===== config.mk =====
export PLATFORM = sky130hd
export DESIGN_NAME = multicycle_ctrl
export DESIGN_NICKNAME = d
export VERILOG_FILES = /design/src/rtl/rv32i_pkg.sv /design/src/rtl/multicycle_ctrl.sv
export SDC_FILE = /design/constraint.sdc
export NUM_CORES = 1
export LEC_CHECK = 0
export CORE_ASPECT_RATIO = 1.25
export CORE_MARGIN = 3
export CORE_UTILIZATION = 40
export DETAILED_ROUTE_END_ITERATION = 10
export HOLD_SLACK_MARGIN = 0.06
export PLACE_DENSITY_LB_ADDON = 0.05
export SLEW_MARGIN = 10
export SYNTH_ARGS = -nofsm -noshare
export SYNTH_HDL_FRONTEND = slang
export SYNTH_SLANG_ARGS = --single-unit

===== constraint.sdc =====
create_clock -name clk -period 1.9 [get_ports clk]
set_input_delay 0.38 -clock clk [delete_from_list [all_inputs] [get_ports clk]]
set_output_delay 0.38 -clock clk [all_outputs]
set_load 0.03 [all_outputs]

===== src/rtl/rv32i_pkg.sv =====
// Shared RV32I decode types used between the fetch front end and the control sequencer.
package rv32i_pkg;

    typedef enum logic [1:0] {
        R_TYPE      = 2'd0,
        I_TYPE_LOAD = 2'd1,
        I_TYPE_ALU  = 2'd2,
        S_TYPE      = 2'd3
    } instr_type_t;

endpackage


===== src/rtl/multicycle_ctrl.sv =====
// Multi-cycle control sequencer: fetches an instruction over req/ack, then steps
// the datapath controls through EXEC, MEM and WB. It also counts retired instructions.
module multicycle_ctrl
    import rv32i_pkg::*;
#(
    parameter int OP_W        = 2,
    parameter int MEM_TIMEOUT = 16,
    parameter int CNT_W       = 32
) (
    input  logic             clk,
    input  logic             arst,
    input  logic             run,
    output logic             imem_req,
    input  logic             imem_ack,
    input  instr_type_t      instr_type,
    output logic             dmem_req,
    input  logic             dmem_ack,
    output logic             resultsrc,
    output logic             memwrite,
    output logic             alusrc,
    output logic             immsrc,
    output logic [OP_W-1:0]  op,
    output logic             regwrite,
    output logic             pc_en,
    output logic             err,
    input  logic             err_clr,
    output logic [CNT_W-1:0] instret,
    output logic [2:0]       dbg_state
);

    // Handshake: a request stays high for as long as the FSM waits in FETCH or MEM.
    // The cycle in which ack is seen high while req is high completes the transfer.
    // Ack has no effect in any other cycle.

    typedef enum logic [2:0] {
        IDLE   = 3'd0,
        FETCH  = 3'd1,
        DECODE = 3'd2,
        EXEC   = 3'd3,
        MEM    = 3'd4,
        WB     = 3'd5,
        ERR    = 3'd6
    } state_t;

    localparam int TW = (MEM_TIMEOUT > 1) ? $clog2(MEM_TIMEOUT) : 1;
    localparam logic [TW-1:0] TO_LAST = TW'(MEM_TIMEOUT - 1);

    state_t         state;
    state_t         state_nxt;
    instr_type_t    itype;
    logic [TW-1:0]  mem_cnt;
    logic           is_load;
    logic           is_store;
    logic           is_mem;
    logic           mem_timeout;

    assign is_load     = (itype == I_TYPE_LOAD);
    assign is_store    = (itype != R_TYPE) && (itype != I_TYPE_LOAD) && (itype != I_TYPE_ALU);
    assign is_mem      = is_load || is_store;
    // mem_cnt holds the zero-based index of the current MEM cycle.
    assign mem_timeout = (mem_cnt == TO_LAST);
    assign dbg_state   = state;

    always_ff @(posedge clk or posedge arst) begin
        if (arst) begin
            state <= IDLE;
        end else begin
            state <= state_nxt;
        end
    end

    always_comb begin
        state_nxt = state;
        case (state)
            IDLE:    if (run) state_nxt = FETCH;
            FETCH:   if (imem_ack) state_nxt = DECODE;
            DECODE:  state_nxt = EXEC;
            EXEC:    state_nxt = is_mem ? MEM : WB;
            MEM: begin
                if (dmem_ack) begin
                    if (is_load) state_nxt = WB;
                    else         state_nxt = run ? FETCH : IDLE;
                end else if (mem_timeout) begin
                    state_nxt = ERR;
                end
            end
            WB:      state_nxt = run ? FETCH : IDLE;
            ERR:     if (err_clr) state_nxt = IDLE;
            default: state_nxt = IDLE;
        endcase
    end

    always_comb begin
        imem_req  = 1'b0;
        dmem_req  = 1'b0;
        memwrite  = 1'b0;
        regwrite  = 1'b0;
        resultsrc = 1'b0;
        pc_en     = 1'b0;
        err       = 1'b0;
        case (state)
            FETCH: imem_req = 1'b1;
            MEM: begin
                dmem_req = 1'b1;
                memwrite = is_store;
                pc_en    = is_store && dmem_ack;
            end
            WB: begin
                regwrite  = 1'b1;
                resultsrc = is_load;
                pc_en     = 1'b1;
            end
            ERR:     err = 1'b1;
            default: ;
        endcase
    end

    always_ff @(posedge clk or posedge arst) begin
        if (arst) begin
            itype   <= R_TYPE;
            alusrc  <= 1'b0;
            immsrc  <= 1'b0;
            op      <= '0;
            mem_cnt <= '0;
            instret <= '0;
        end else begin
            if (state == FETCH && imem_ack) begin
                itype <= instr_type;
            end
            if (state == DECODE) begin
                case (itype)
                    R_TYPE: begin
                        alusrc <= 1'b0;
                        immsrc <= 1'b0;
                        op     <= OP_W'(0);
                    end
                    I_TYPE_LOAD: begin
                        alusrc <= 1'b1;
                        immsrc <= 1'b0;
                        op     <= OP_W'(1);
                    end
                    I_TYPE_ALU: begin
                        alusrc <= 1'b1;
                        immsrc <= 1'b0;
                        op     <= OP_W'(2);
                    end
                    default: begin
                        alusrc <= 1'b1;
                        immsrc <= 1'b1;
                        op     <= OP_W'(1);
                    end
                endcase
            end
            if (state == MEM) begin
                mem_cnt <= mem_cnt + TW'(1);
            end else begin
                mem_cnt <= '0;
            end
            if (pc_en) begin
                instret <= instret + CNT_W'(1);
            end
        end
    end

endmodule


==> results by group <==
Critical path
  • Slowest CP cell: clkdlybuf4s50_1
  • R2R Path Start: dbg_state[1]
  • Critical path class: reg2out
  • CP Launch Type: flip-flop
  • FF-to-FF setup slack: 0.14 ns
  • CP Launch Point: instret[6]
  • WP buf/inv: 1
  • CP max FO: 4
  • Reg2reg path depth: 6
  • Setup crit end kind: output pin
  • CP arrival: 1.46 ns
  • Max incr delay on CP: 0.71 ns
  • Critical Path RT: 1.52 ns
  • Critical path depth: 1
  • Crit path cell chain: clkdlybuf4s50_1
  • CP top delay family: buffers and inverters

Yosys
  • Post-synth EDFFs: 0
  • Synthesis Warnings: 0
  • Synth top area share: 0.501
  • Syn Inst Count: 209
  • Async SR Flop Fraction: 1.00
  • Synth Cell Area: 2250 sq um
  • Synth unique cells: 35
  • Main area contributors after synthesis: dfrtp_1 50%, xnor2_1 11%, nor4_4 4.7%
  • Largest area contributor in the netlist: dfrtp_1
  • Post-synth top flop: dfrtp_1
  • Mapped Nets: 219
  • Sequential share of the synthesized area: 0.501
  • Synth Register Bits: 45
  • Syn Area/Cell: 10.8 sq um

Place
  • Inst Count DP: 331
  • Placed cell area: 2940 sq um
  • Port buffer count: 53
  • Dpl ws: -0.0702 ns
  • Gpl congestion: 0.822
  • HPWL after DPL: 3520 um

Route
  • WL per Instance: 14.0 um
  • DR iter-0 viols: 72
  • DR vias/cell: 5.19
  • Remaining antenna violation count: 0
  • WL final: 4830 um
  • First-pass detailed-route iteration total: 4
  • Post-route DRC violation count: 0
  • Vias: 1786

Power
  • Total power: 3.55 mW
  • Int Pwr: 2.27 mW
  • Lkg Pwr: 1.49 nW
  • Clock power share: 0.236
  • Switching power: 1.29 mW
  • Comb power frac: 0.395
  • Power Dens Cells: 1130 nW/um^2
  • Sw frac: 0.362
  • Worst IR Drop VDD: 0.874 mV
  • Seq pwr share: 0.369

CTS
  • Reg clk slew, reported paths: 0.09 ns
  • H-tree depth: 2
  • CTS root buffer: clkbuf_8
  • Total CTS buffers: 5
  • Clk sinks: 45
  • Clock Path Buffers: 2
  • Skew-Pair Late Insertion Delay: 0.29 ns
  • CTS tree: built
  • Hold buffers post-CTS: 0

Global route
  • Initial antenna violation count: 0
  • Largest net degree at the start of global routing: 46
  • Gr ovfl total: 0
  • Number of global-route vias before repair: 1785
  • Global router's overall resource usage: 0.155
  • Global-route wire length before repair: 8200 um

Die
  • Die W: 73.1 um
  • Io pins: 54
  • Die area: 6560 sq um
  • Initial Utilization: 0.427
  • Core Area: 5260 sq um
  • # rows: 29
  • Die extent in y: 89.8 um

Layout
  • Area grow syn2layout: 39.5%
  • Storage cell area: 1130 sq um
  • # diodes: 0
  • Final Non-Filler Cells: 344
  • Finished Core Util: 0.596
  • Area of the multi-input gates: 1080 sq um
  • Fin nets: 291
  • Fraction of layout cells with a size suffix above 1: 0.177
  • Final instance area: 3140 sq um
  • FILL cells: 454

Timing
  • Rel. slew slack: 0.740
  • Worst Tran Pin Value: 0.387 ns
  • Final setup fails: 0
  • Worst Slack Setup Final: 0.0574 ns
  • Setup TNS: 0 ns
  • RSZ-0062 raised after global routing: no
  • Crit share post-route: 0.970
  • Post-route clock skew: 0.00969 ns
  • Count of final hold-check violations: 0
  • Final hold slack: 0.417 ns
  • Final min period: 1.84 ns
  • Final max-slew violation count: 0
  • Fmax: 0.543 GHz

Job
  • Max-cap violation count: 0

Min path
  • Worst hold path type: in2async

Run status
  • Status: finished, final reports clean
-- layer usage --
metal | GRT usage | up-vias | wire [um]
met5 | 0 | - | 0
met4 | 0.0508 | 0 | 64
met3 | 0.0290 | 6 | 225
met2 | 0.263 | 47 | 2390
met1 | 0.192 | 857 | 2140
li1 | - | 876 | -
-- cell families after synthesis --
kind of cell / synth area share
fa+ha+maj: 0.0111
simple gates: 0.273
mux: 0.0100
xor+xnor: 0.129
buf+inv: 0.0262
flops: 0.501
compound gates: 0.0501
-- cell type report --
class,count,area share
Sequential cell,45,0.360
Multi-Input combinational cell,151,0.345
Timing Repair Buffer,71,0.219
Tap cell,62,0.0247
Clock buffer,5,0.0219
Clock inverter,3,0.0207
Inverter,7,0.00838
-- final timing paths --
check                                     to
worst max-delay path              instret[6]
worst min-delay path             instret[14]
worst max register to register   instret[12]
worst min register to register    mem_cnt[0]
max in group asynchronous       dbg_state[2]
min in group clk                  mem_cnt[0]
-- flip-flops by register name, indices dropped and copies added (netlist names) --
name and flops:
instret 32, dbg_state 3, alusrc 1, itype 2, immsrc 1, mem_cnt 4, op 2
-- power groups by stage --
stage	sequential [mW]	combinational, mW	clock (mW)
2_1_floorplan	1.48	0.642	0
3_3_place_gp	1.34	1.33	0
3_5_place_dp	1.33	1.33	0
4_1_cts	1.32	1.33	0.867
5_1_grt	1.34	1.52	0.907
6_report	1.31	1.40	0.839
-- repair_timing --
item / CTS / global route
setup buffers: 1 / 4
pin swaps: 2 / 0
resized for setup: 7 / 8
endpoints found under the hold margin: 0 / 0
setup endpoints to repair: 10 / 11
-- Yosys cell counts, types with 3 or more instances --
library cell	number
clkbuf_1	3
dfrtp_1	45
inv_1	7
nand2_1	25
nand2b_1	6
nand3_1	17
nand4_1	11
nor2_1	11
nor2b_1	3
nor3_1	9
nor4_4	5
o21ai_0	4
xnor2_1	27
xor2_1	6
-- cell usage in the layout, fill, tap and decap left out, drive strengths merged, types with 9 or more instances in the layout --
| cell type | n |
|---|---|
| buf | 23 |
| nor3 | 9 |
| clkdlybuf4s50 | 38 |
| nand4 | 13 |
| dfrtp | 45 |
| nand2 | 25 |
| nor2 | 11 |
| nand3 | 17 |
| xnor2 | 27 |
No activity file was read; power rests on OpenSTA's default activity.
